===== config.mk =====
export PLATFORM = sky130hd
export DESIGN_NAME = codec_sample_bridge
export DESIGN_NICKNAME = d
export VERILOG_FILES = /design/src/rtl/codec_sample_bridge.sv
export SDC_FILE = /design/constraint.sdc
export NUM_CORES = 1
export LEC_CHECK = 0
export BUFFER_PORTS_ARGS = -buffer_cell sky130_fd_sc_hd__buf_2
export CAP_MARGIN = 20
export CORE_MARGIN = 3
export CORE_UTILIZATION = 60
export DETAILED_ROUTE_END_ITERATION = 6
export PLACE_DENSITY_LB_ADDON = 0.3
export SLEW_MARGIN = 25
export SYNTH_ARGS = -nofsm -noshare
export SYNTH_HDL_FRONTEND = slang
export SYNTH_SLANG_ARGS = --single-unit

===== constraint.sdc =====
create_clock -name clk -period 4.5 [get_ports clk]
set_clock_uncertainty 0.1 [all_clocks]
set_input_delay 0.45 -clock clk [delete_from_list [all_inputs] [get_ports clk]]
set_output_delay 0.45 -clock clk [all_outputs]
set_load 0.05 [all_outputs]

===== src/rtl/codec_sample_bridge.sv =====
// Sample bridge between the synth core and the codec: buffers core samples in a
// small FIFO and releases one attenuated sample per codec frame strobe.
module codec_sample_bridge #(
  parameter int DEPTH  = 8,
  parameter int PRIME  = 2,
  parameter int DATA_W = 16
) (
  input  logic                     clk,
  input  logic                     reset,
  input  logic signed [DATA_W-1:0] sample_in,
  input  logic                     sample_valid,
  input  logic                     new_frame,
  input  logic [2:0]               volume,
  output logic signed [DATA_W-1:0] codec_sample,
  output logic                     codec_valid,
  output logic [$clog2(DEPTH):0]   fifo_level,
  output logic                     overflow,
  output logic [7:0]               underrun_count
);

  localparam int PTR_W = $clog2(DEPTH);
  localparam int LVL_W = PTR_W + 1;

  typedef enum logic {
    FILL,
    RUN
  } state_t;

  function automatic logic signed [DATA_W-1:0] attenuate(
    input logic signed [DATA_W-1:0] s,
    input logic [2:0]               sh
  );
    return s >>> sh;
  endfunction

  function automatic logic [7:0] sat_inc(input logic [7:0] c);
    return (c == 8'hFF) ? c : c + 8'd1;
  endfunction

  state_t                    state_q, state_d;
  logic [PTR_W-1:0]          wr_ptr_q, wr_ptr_d;
  logic [PTR_W-1:0]          rd_ptr_q, rd_ptr_d;
  logic [LVL_W-1:0]          level_q, level_d;
  logic                      overflow_q, overflow_d;
  logic [7:0]                underrun_q, underrun_d;
  logic signed [DATA_W-1:0]  codec_sample_q, codec_sample_d;
  logic                      codec_valid_q, codec_valid_d;
  logic signed [DATA_W-1:0]  mem_q [DEPTH];

  logic full;
  logic empty;
  logic pop_en;
  logic push_en;

  always_comb begin
    full    = (level_q == LVL_W'(DEPTH));
    empty   = (level_q == '0);
    pop_en  = new_frame && (state_q == RUN) && !empty;
    // A full FIFO still accepts a push when the same cycle frees a slot.
    push_en = sample_valid && (!full || pop_en);

    state_d        = state_q;
    wr_ptr_d       = wr_ptr_q;
    rd_ptr_d       = rd_ptr_q;
    level_d        = level_q + LVL_W'(push_en) - LVL_W'(pop_en);
    overflow_d     = overflow_q | (sample_valid & ~push_en);
    underrun_d     = underrun_q;
    codec_sample_d = codec_sample_q;
    codec_valid_d  = new_frame;

    if (push_en) wr_ptr_d = wr_ptr_q + PTR_W'(1);
    if (pop_en)  rd_ptr_d = rd_ptr_q + PTR_W'(1);

    if (new_frame) begin
      codec_sample_d = pop_en ? attenuate(mem_q[rd_ptr_q], volume) : '0;
    end

    // Priming looks at the registered level, so a frame in the cycle the level
    // first reaches PRIME is still served as silence.
    case (state_q)
      FILL: begin
        if (level_q >= LVL_W'(PRIME)) state_d = RUN;
      end
      RUN: begin
        if (new_frame && empty) begin
          state_d    = FILL;
          underrun_d = sat_inc(underrun_q);
        end
      end
      default: state_d = FILL;
    endcase
  end

  always_ff @(posedge clk) begin
    if (reset) begin
      state_q        <= FILL;
      wr_ptr_q       <= '0;
      rd_ptr_q       <= '0;
      level_q        <= '0;
      overflow_q     <= 1'b0;
      underrun_q     <= 8'd0;
      codec_sample_q <= '0;
      codec_valid_q  <= 1'b0;
    end else begin
      state_q        <= state_d;
      wr_ptr_q       <= wr_ptr_d;
      rd_ptr_q       <= rd_ptr_d;
      level_q        <= level_d;
      overflow_q     <= overflow_d;
      underrun_q     <= underrun_d;
      codec_sample_q <= codec_sample_d;
      codec_valid_q  <= codec_valid_d;
    end
  end

  // Storage is data only; stale entries are unreachable once the pointers reset.
  always_ff @(posedge clk) begin
    if (push_en) mem_q[wr_ptr_q] <= sample_in;
  end

  assign codec_sample   = codec_sample_q;
  assign codec_valid    = codec_valid_q;
  assign fifo_level     = level_q;
  assign overflow       = overflow_q;
  assign underrun_count = underrun_q;

endmodule


* After elaboration in Yosys (flattened, before gate mapping)
Memories as Yosys holds them, arrays and structs flattened. A register that Yosys moved wholly into a read port is not among the register bits. Cells that the tools add are included.
Storage, ports and cells: register bits after elaboration 37, RAM bits 128, memories 1
Memory list:
- mem_q | words 8, width 16, rd ports 1, clocked after memory_dff 1, wr ports 1, RTL line 48 | logic signed [DATA_W-1:0] mem_q [DEPTH];
Cells by class: add/subtract/negate cells 5, magnitude comparators 1, equal/unequal tests 2, shift-type cells 1, muxes and demuxes 8, bitwise gates (word level) 5, reductions and logical operators 9
Operators by type and width (number):
- $mux W16 | 1
- $sshr A16 B3 Y16 | 1
- $add A8 B1 Y8 const B | 1
- $eq A8 B8 Y1 const B | 1
- $add A3 B1 Y3 const B | 2
- $mux W3 | 2
- $add A4 B1 Y4 | 1
- $eq A4 B4 Y1 const B | 1
- $ge A4 B2 Y1 const B | 1
- $logic_and A1 B1 Y1 | 4
- $logic_not A4 Y1 | 1
- $mux W1 | 4
- $sub A4 B1 Y4 | 1
- $not A1 Y1 | 3
- $reduce_and A3 Y1 | 1
- $logic_not A1 Y1 | 2
- $pmux W1 S2 | 1
- $and A1 B1 Y1 | 1
- $logic_or A1 B1 Y1 | 1
- $or A1 B1 Y1 | 1

* Logic depth before layout (Yosys ltp)
Gate-level depths: netlist of the first run.
depth in word-level cells 8, depth in mapped cells 11, mapped depth without buffers 11

* Least setup slack after synthesis of the first run
No wires, ideal clock.
path type register to register, start register level_q[2] (netlist: fifo_level[2]), end memory mem_q[0][0], enable pin, library setup time 0.430 ns, arrival time 3.167 ns, required time 3.970 ns, path slack 0.803 ns, stages on the path, launching flop included 7, clock period less this slack 3.697 ns, path through dfxtp_1 inv_1 ha_1 nand3b_1 a31o_2 clkbuf_1 nor4_1
Between the ends: word-level cells in the longest chain between the ends 7, elaborated cells on any way between the ends 9, those cells by class 1 x eq/ne; 2 x mux; 6 x reduce/logical
RTL lines:
- start: declaration | RTL line 43 | logic [LVL_W-1:0] level_q, level_d;
- start signal: assignment | RTL line 108 | level_q <= level_d;
- $logic_not A4 Y1 | RTL line 57 | empty = (level_q == '0);
- $logic_not A1 Y1 | RTL line 58 | pop_en = new_frame && (state_q == RUN) && !empty;
- $logic_and A1 B1 Y1 | RTL line 58
- $logic_or A1 B1 Y1 (*) | RTL line 60 | push_en = sample_valid && (!full || pop_en);
- $logic_and A1 B1 Y1 (*) | RTL line 60
- $mux W1 (*) | RTL line 118 | if (push_en) mem_q[wr_ptr_q] <= sample_in;
- $mux W1 (not written as such) (*) | RTL line 118
- end: declaration | RTL line 48
Mark *: on every way between the ends. The rest lies on a longest branch, timed or not.

==> summary.txt, run 1 <==
Global routing
  – GRT overflow: 0
  – Largest net degree at the start of global routing: 33
  – Global-route wire length before repair: about 24 mm
  – Initial antenna violation count: 0
  – Gr usage total: 0.2444
  – Vias in the first global route: 4,374

Worst setup path
  – Crit path largest cell delay: 870 ps
  – CP arrival: ~3300 ps
  – Slowest CP cell: dfxtp_2
  – Startpoint types: flop
  – Critical path class: flop to flop
  – Crit path cell chain: buf_4, mux4_2, mux4_2, or2_1, a32oi_1, o21ai_1
  – Worst path bufs/invs: 1
  – Worst EP required: ~4700 ps
  – CP dominant cell by count: mux4_2
  – Worst Path Max Fanout: 27
  – Element type at the critical path end: flop
  – Worst path top cell family by delay: multiplexers

Synth
  – Mapped cell area: 7420 um^2
  – Seq/Total Area, Yosys: 0.6260
  – Cell accounting for the most synthesized area: edfxtp_1
  – Top FF cell, synth: edfxtp_1
  – Yosys warnings: 0
  – Net Count, Synth: approximately 500
  – Top cell type's share of synthesized area: 0.5180
  – Post-synth EDFFs: ~130
  – Count leader, synth: edfxtp_1
  – Mapped Avg Cell Area: 15.79 um^2
  – Syn Inst Count: between 400 and 500
  – #FFs+latches synth: 168
  – Largest cells by area after synthesis: edfxtp_1 52%, mux4_2 15%, dfxtp_1 11%
  – Commonest cells in the netlist: 128 x edfxtp_1, 51 x mux4_2, 40 x dfxtp_1
  – Yosys cell types: 53
  – Post-synth ARST share: 0

Finish
  – Share of cells above drive strength 1: 0.3035
  – Antenna cell count: 0
  – Final std cells w/o fill: around 700
  – Final net count: 556
  – Register cell area after layout: 4647 um^2
  – Utilization after layout: 0.7198
  – Multi-input logic area: 2645 um^2
  – Filler instances: 754
  – Area growth syn-to-layout: 14.08%

Detailed routing
  – DRC viols: 0
  – Vias per cell: roughly 6.3
  – Wire per inst: about 22 um
  – Final wirelength: roughly 15 mm
  – Routed vias: about 4,400
  – Initial DRT Pass Iterations: 5
  – Detail Route Antenna Nets: 0
  – First DRT Iteration DRCs: around 570

STA
  – Max-slew headroom: 0.3317
  – Final WS setup: roughly 1500 ps
  – Final hold violation count: 0
  – Max Slew Vio Count: 0
  – Final hold slack: around 190 ps
  – Post-layout min period: just over 3000 ps
  – Final setup vio count: 0
  – RSZ-0062 raised after global routing: false
  – Setup TNS: 0 ps
  – Slew @ Worst Pin: between 900 and 1000 ps
  – Maximum clock frequency: between 300 and 400 MHz
  – Period Utilization, post-route: 0.6737

Clock network
  – Postcts setup bufs: 0
  – Root buf cell: clkbuf_16
  – Clk sinks: approximately 170
  – Clock Path Buffers: 2
  – Number of buffers created by CTS: 17
  – Clock-pin slew on the worst setup and hold paths: roughly 70 ps
  – Clock Latency Late Sink: roughly 430 ps
  – Post-cts sizing count: 0
  – CTS tree: built
  – CTS H-tree lvls: 4
  – Hold Buf Count CTS: 0

Die
  – Die extent in y: roughly 120 um
  – Core Area: about 12,000 um^2
  – Chip Width: ~120 um
  – IO Count: 53
  – Die area: approximately 14,000 um^2
  – Row cnt: 39
  – Starting Density: 0.6309

Power
  – VDD IR max: 295.0 uV
  – Pwr/cell area: around 490 nW/um^2
  – Leak pwr: 2.920 nW

Worst hold path
  – Hold path start: sample_in[9]
  – Hold Path Class: input pin to flop

Run status
  – Status: completed

Place
  – HPWL Detailed: between 10 and 15 mm
  – Pre-CTS setup slack: approximately 1400 ps
  – # port buffers: 52
  – Placed Cells: around 670
  – GPL Wtd Cong: ~0.89

Flow run
  – Maxcap violations: 0
## metal layers
layer,vias to the layer above,global-route usage,share of wire
met5,-,0,0
met4,0,0.08028,0.014
met3,17,0.05810,0.083
met2,194,0.3639,0.47
met1,2227,0.3625,0.43
li1,1970,-,-
## worst paths after layout
path / endpoint / slack (ps) / depth (start not counted)
setup / recovery: codec_sample[5]$_SDFFE_PP0P_ / 1470 / 6
hold / removal: mem_q[3][9]$_DFFE_PP_ / 190 / 1
setup reg to reg: codec_sample[5]$_SDFFE_PP0P_ / 1470 / 6
hold reg to reg: codec_sample[1]$_SDFFE_PP0P_ / 370 / 2
## layout make-up
cell class,count,share of cell area
inverter,12,0.005322
multi-input combinational,263,0.3125
clock buffer,17,0.05026
timing repair buffer,62,0.03962
sequential,168,0.5490
clock inverter,15,0.01907
tap,164,0.02424
## layout by cell type (no fill, tap or decap), types with 2 or more instances in the layout
cell type,Yosys,final
mux2i_1,23,23
clkinv_4,0,2
inv_6,0,8
nor3_2,0,2
buf_2,5,52
nor2b_1,4,4
and3_1,6,6
nor2_1,33,33
a22oi_1,7,7
clkbuf_16,0,17
a2bb2oi_1,2,2
mux2_2,10,10
nand3b_1,2,2
edfxtp_1,128,128
a21oi_1,10,10
nor4_2,0,2
dfxtp_1,40,38
xnor2_1,4,4
dfxtp_2,0,2
nand2b_1,5,5
a32oi_1,2,2
nand4_1,8,8
mux4_2,51,51
nor3b_1,2,2
buf_4,4,10
a221o_1,2,2
a31oi_1,3,3
o21ai_0,6,6
clkinv_2,0,2
o21ai_1,6,6
inv_1,11,11
ha_1,8,8
a22o_1,2,2
nor3_4,0,2
clkinv_1,1,2
xor2_1,8,8
nand3_1,9,9
bufinv_16,0,2
nand2_1,25,25
## through the flow
stage / total power, mW / cell area (um^2)
final: 4.114 / 8464
after global routing: 4.289 / 8464
after CTS: 4.127 / 8458
after detailed placement: 2.690 / 7871
after global placement: 2.666 / 7871
after floorplan: 2.483 / 7420
## report_power, final
group	switching (mW)	internal, mW
logic	0.466	0.325
registers	0.0906	1.79
clock network	0.616	0.829
total	1.17	2.94
## cells by family after synthesis
group                      count (synthesis)  share of synthesized area
DFF                                      168                     0.6260
and+or+nand+nor                          106                    0.06863
xor gates and xnor gates                  12                    0.01417
AOI/OAI and AO/OA                         51                    0.04689
adders and majority gates                  9                    0.01619
buffers and inverters                     39                    0.02361
muxes                                     85                     0.2046
## sequential cells by signal, indices dropped and copies added, names as in the netlist, named ones only
name	cells
fifo_level	4
mem_q	128
wr_ptr_q	3
state_q	1
underrun_count	8
codec_valid	1
overflow	1
codec_sample	16
rd_ptr_q	3
Note: power is estimated with default switching activity, not from simulation.
==> run 2: changes to the inputs <==
- CORE_UTILIZATION: 60 -> 54
- clock period: 4.5 -> 2.4 ns (I/O delays scaled with it)
==> summary.txt, run 2 (synthesized netlist as in run 1, its figures left out) <==
Detailed routing
  – Routed vias: about 4,700
  – DRC viols: 0
  – First DRT Iteration DRCs: 425
  – Vias per cell: ~6.2
  – Final wirelength: 17.74 mm
  – Detail Route Antenna Nets: 0
  – Wire per inst: 23.19 um
  – Initial DRT Pass Iterations: 7

Run status
  – Status: finished with violations
  – Failing checks: setup timing

Worst setup path
  – Crit path cell chain: buf_12, buf_12, mux4_2, mux2_4, mux4_2, a221o_1
  – Worst Path Max Fanout: 5
  – Worst path top cell family by delay: multiplexers
  – Element type at the critical path end: flop
  – CP arrival: between 2000 and 3000 ps
  – Startpoint types: flop
  – Crit path largest cell delay: around 530 ps
  – Worst EP required: ~2600 ps
  – Worst path bufs/invs: 2
  – Critical path class: flop to flop
  – Slowest CP cell: mux4_2

Place
  – Placed Instance Area: 8258 um^2
  – HPWL Detailed: between 10 and 15 mm
  – Placed Cells: around 710
  – Pre-CTS setup slack: -171.0 ps
  – # port buffers: 52
  – GPL Wtd Cong: just under 0.9

STA
  – Final setup vio count: 4
  – RSZ-0062 raised after global routing: true
  – Period Utilization, post-route: 1.014
  – Final hold slack: approximately 16 ps
  – Max Slew Vio Count: 0
  – Setup TNS: -108.8 ps
  – Max-slew headroom: 0.4682
  – Final WS setup: -32.47 ps
  – Final hold violation count: 0
  – Slew @ Worst Pin: between 700 and 800 ps
  – Maximum clock frequency: between 400 and 500 MHz
  – Post-layout min period: 2432 ps

Finish
  – Antenna cell count: 0
  – Share of cells above drive strength 1: 0.3650
  – Most common cell after layout, fill and taps aside: edfxtp_1
  – Filler instances: slightly below 900
  – Largest register by flop count: mem_q
  – Final net count: between 600 and 700
  – Commonest cells after routing, fill and taps aside: 128 x edfxtp_1, 52 x buf_2, 51 x mux4_2
  – Area growth syn-to-layout: 24.33%
  – Utilization after layout: 0.6911
  – Register cell area after layout: around 4700 um^2
  – Final instance area: ~9200 um^2
  – Final std cells w/o fill: ~770
  – Max FFs per register: between 100 and 150
  – Multi-input logic area: between 2000 and 3000 um^2

Global routing
  – Global-route wire length before repair: approximately 26 mm
  – Vias in the first global route: 4,657
  – Initial antenna violation count: 0
  – Gr usage total: 0.2354
  – Largest net degree at the start of global routing: 28
  – GRT overflow: 0

Power
  – Pwr/cell area: about 880 nW/um^2
  – VDD IR max: approximately 540 uV
  – Leak pwr: 3.265 nW
  – Tot Pwr: 8.144 mW

Clock network
  – Clock Latency Late Sink: approximately 420 ps
  – Root buf cell: clkbuf_16
  – CTS H-tree lvls: 4
  – Clock Path Buffers: 2
  – Number of buffers created by CTS: 17
  – Clock-pin slew on the worst setup and hold paths: 60 ps
  – CTS tree: built
  – Clk sinks: roughly 170

Die
  – IO Count: 53
  – Die area: 15,180 um^2
  – Die extent in y: approximately 120 um
  – Chip Width: between 100 and 150 um
  – Row cnt: 42
  – Starting Density: 0.5559
  – Core Area: approximately 13,000 um^2

Flow run
  – Maxcap violations: 0

Worst hold path
  – Hold Path Class: input pin to flop
## run 2: cell types whose count changed in the layout (fill, tap and decap cells not counted), sizes merged
cell / change
bufinv: -1
clkbuf: +9
buf: +35
inv: -6
dlygate4sd3: +14
clkinvlp: +1
## run 2: what timing repair did
item / CTS / global route
endpoints found under the setup margin: 10 / 8
cloned: 0 / 3
hold endpoints to repair: 98 / 0
hold buffers: 14 / 0
pin swaps: 0 / 4
buffers inserted: 4 / 4
resized for setup: 3 / 15
## run 2: worst reg2reg max path, cell delays in order (launching register included)
cell	delay [ps]
dfxtp_4	360
buf_12	120
buf_12	120
mux4_2	530
mux2_4	300
mux4_2	500
a221o_1	310
## run 2: worst paths after layout
path	cells past startpoint	endpoint	startpoint	slack, ps
max	6	codec_sample[8]$_SDFFE_PP0P_	flop	-30
min	1	mem_q[5][10]$_DFFE_PP_	sample_in[10]	20
max reg2reg	6	codec_sample[8]$_SDFFE_PP0P_	flop	-30
min reg2reg	2	codec_sample[12]$_SDFFE_PP0P_	codec_sample[12]$_SDFFE_PP0P_	360
## run 2: metal layers
layer	global-route usage	wire length, um
met5	0	0
met1	0.3105	7052
met4	0.06851	223
met2	0.3880	8946
met3	0.06313	1520
## run 2: area by class of cell
type                       count  share of cell area
multi-input combinational    263              0.2946
clock buffer                  23             0.05642
clock inverter                 9            0.009087
inverter                      12            0.004883
tap                          176             0.02387
timing repair buffer         114              0.1058
sequential                   168              0.5054
## run 2: power breakdown
group / total, mW / internal [mW] / switching [mW]
clock network: 2.73 / 1.64 / 1.10
logic: 1.91 / 0.881 / 1.02
registers: 3.50 / 3.36 / 0.143
total: 8.14 / 5.88 / 2.27
==> run 3: changes to the inputs <==
- clock period: 2.4 -> 2.21 ns (I/O delays scaled with it)
==> summary.txt, run 3 (synthesized netlist as in run 1, its figures left out) <==
Run status
  – Status: finished with violations
  – Failing checks: setup timing

Finish
  – Share of cells above drive strength 1: 0.4063
  – Commonest cells after routing, fill and taps aside: 128 x edfxtp_1, 52 x mux4_2, 52 x buf_2
  – Utilization after layout: 0.7087
  – Largest register by flop count: mem_q
  – Final net count: approximately 620
  – Antenna cell count: 0
  – Max FFs per register: about 130
  – Filler instances: between 800 and 900
  – Most common cell after layout, fill and taps aside: edfxtp_1
  – Area growth syn-to-layout: 27.49%

STA
  – Max-slew headroom: 0.4296
  – Final hold violation count: 0
  – Setup TNS: -845.7 ps
  – Final setup vio count: 9
  – Max Slew Vio Count: 0
  – Maximum clock frequency: between 400 and 500 MHz
  – Slew @ Worst Pin: 852.4 ps
  – Final WS setup: -169.6 ps
  – Post-layout min period: 2380 ps
  – RSZ-0062 raised after global routing: true
  – Period Utilization, post-route: 1.077

Global routing
  – Global-route wire length before repair: roughly 27 mm
  – Vias in the first global route: 4,881
  – Gr usage total: 0.2473
  – Largest net degree at the start of global routing: 28
  – GRT overflow: 0
  – Initial antenna violation count: 0

Clock network
  – Clock Latency Late Sink: roughly 430 ps
  – Clk sinks: approximately 170
  – CTS tree: built
  – Number of buffers created by CTS: 17
  – Root buf cell: clkbuf_16
  – Clock-pin slew on the worst setup and hold paths: approximately 60 ps
  – Clock Path Buffers: 2
  – CTS H-tree lvls: 4

Die
  – Chip Width: 123.2 um
  – Die area: 15,180 um^2
  – Core Area: 13,350 um^2
  – Row cnt: 42
  – IO Count: between 50 and 60
  – Starting Density: 0.5559
  – Die extent in y: 123.2 um

Worst setup path
  – Worst path bufs/invs: 1
  – Worst Reg2Reg Path Length in Cells: 5
  – Stages on the worst setup path: 5
  – Worst path top cell family by delay: multiplexers
  – Crit path cell chain: buf_12, mux4_2, mux2_4, mux4_2, a221o_1
  – Startpoint types: flop
  – R2r setup slk: -170 ps
  – Worst Path Max Fanout: 5
  – Worst EP required: between 2000 and 2500 ps
  – RR Endpoint: codec_sample[8]$_SDFFE_PP0P_
  – CP dominant cell by count: mux4_2
  – Slowest CP cell: mux4_2
  – Crit path largest cell delay: approximately 530 ps
  – CP arrival: 2600 ps
  – Critical path class: flop to flop
  – Worst Setup EP: codec_sample[8]$_SDFFE_PP0P_
  – Element type at the critical path end: flop

Power
  – Sw frac: 0.2902
  – Part of the power in combinational logic: 0.242
  – Clock power frac: 0.331
  – Reg power frac: 0.427
  – Switching power: about 2.6 mW
  – Pint: roughly 6.4 mW
  – VDD IR max: 595.3 uV
  – Pwr/cell area: around 950 nW/um^2
  – Leak pwr: between 3 and 4 nW

Detailed routing
  – DRC viols: 0
  – Detail Route Antenna Nets: 0
  – Wire per inst: about 23 um
  – Final wirelength: about 18 mm
  – Vias per cell: a little over 6
  – First DRT Iteration DRCs: just under 600
  – Routed vias: about 4,700
  – Initial DRT Pass Iterations: 6

Worst hold path
  – Hold Path Class: input pin to flop

Place
  – Pre-CTS setup slack: -241.9 ps
  – GPL Wtd Cong: around 1.0
  – # port buffers: 52
  – HPWL Detailed: roughly 12 mm

Flow run
  – Maxcap violations: 0
## run 3: stage by stage
| stage | hold slack [ps] | cell area, um^2 | cells | power, mW |
|---|---|---|---|---|
| after detailed placement | 368.1 | 8451 | 719 | 5.772 |
| after global routing | 34.48 | 9459 | 779 | 9.286 |
| final | 27.72 | 9459 | 779 | 8.959 |
| after floorplan | 219.9 | 7599 | 470 | 5.172 |
| after CTS | 10.24 | 9315 | 775 | 8.845 |
| after global placement | 346.5 | 8451 | 719 | 5.702 |
## run 3: layout make-up
type / instances / area (um^2) / area share
clock buffer: 18 / 429.2 / 0.04537
clock inverter: 14 / 161.4 / 0.01706
inverter: 12 / 55.05 / 0.005820
multi-input combinational: 263 / 2843 / 0.3005
sequential: 168 / 4659 / 0.4926
tap: 176 / 220.2 / 0.02328
timing repair buffer: 128 / 1091 / 0.1153
## run 3: repair_timing
action | 4_1_cts | 5_1_grt
gates resized for setup | 9 | 28
pin swaps | 4 | 13
hold buffers | 17 | 0
buffers inserted | 7 | 4
endpoints found under the hold margin | 129 | 0
endpoints found under the setup margin | 12 | 16
## run 3: power by group through the flow
| stage | sequential [mW] | combinational, mW | clock (mW) |
|---|---|---|---|
| floorplan | 4.05 | 1.12 | 0 |
| global placement | 3.88 | 1.82 | 0 |
| detailed placement | 3.90 | 1.88 | 0 |
| CTS | 3.81 | 2.03 | 3.00 |
| global route | 3.84 | 2.31 | 3.13 |
| finish | 3.82 | 2.17 | 2.97 |
## run 3: worst min path at each step
stage                             startpoint                        endpoint  slack [ps]  cells past startpoint
6_report                               reset  underrun_count[2]$_SDFFE_PP0P_          30                      2
3_5_place_dp   codec_sample[14]$_SDFFE_PP0P_   codec_sample[14]$_SDFFE_PP0P_         370                      2
3_3_place_gp             overflow$_SDFF_PP0_             overflow$_SDFF_PP0_         350                      2
4_1_cts                                reset  underrun_count[2]$_SDFFE_PP0P_          10                      2
5_1_grt                                reset  underrun_count[2]$_SDFFE_PP0P_          30                      2
2_1_floorplan                   sample_in[0]           mem_q[0][0]$_DFFE_PP_         220                      0
## run 3: per-layer routing
layer	wire length, um	share of wire	vias to the layer above	track usage
met5	0	0	-	0
met4	452	0.026	0	0.09550
met3	1263	0.071	43	0.06999
met2	8723	0.49	231	0.3901
met1	7249	0.41	2353	0.3295
li1	-	-	2118	-
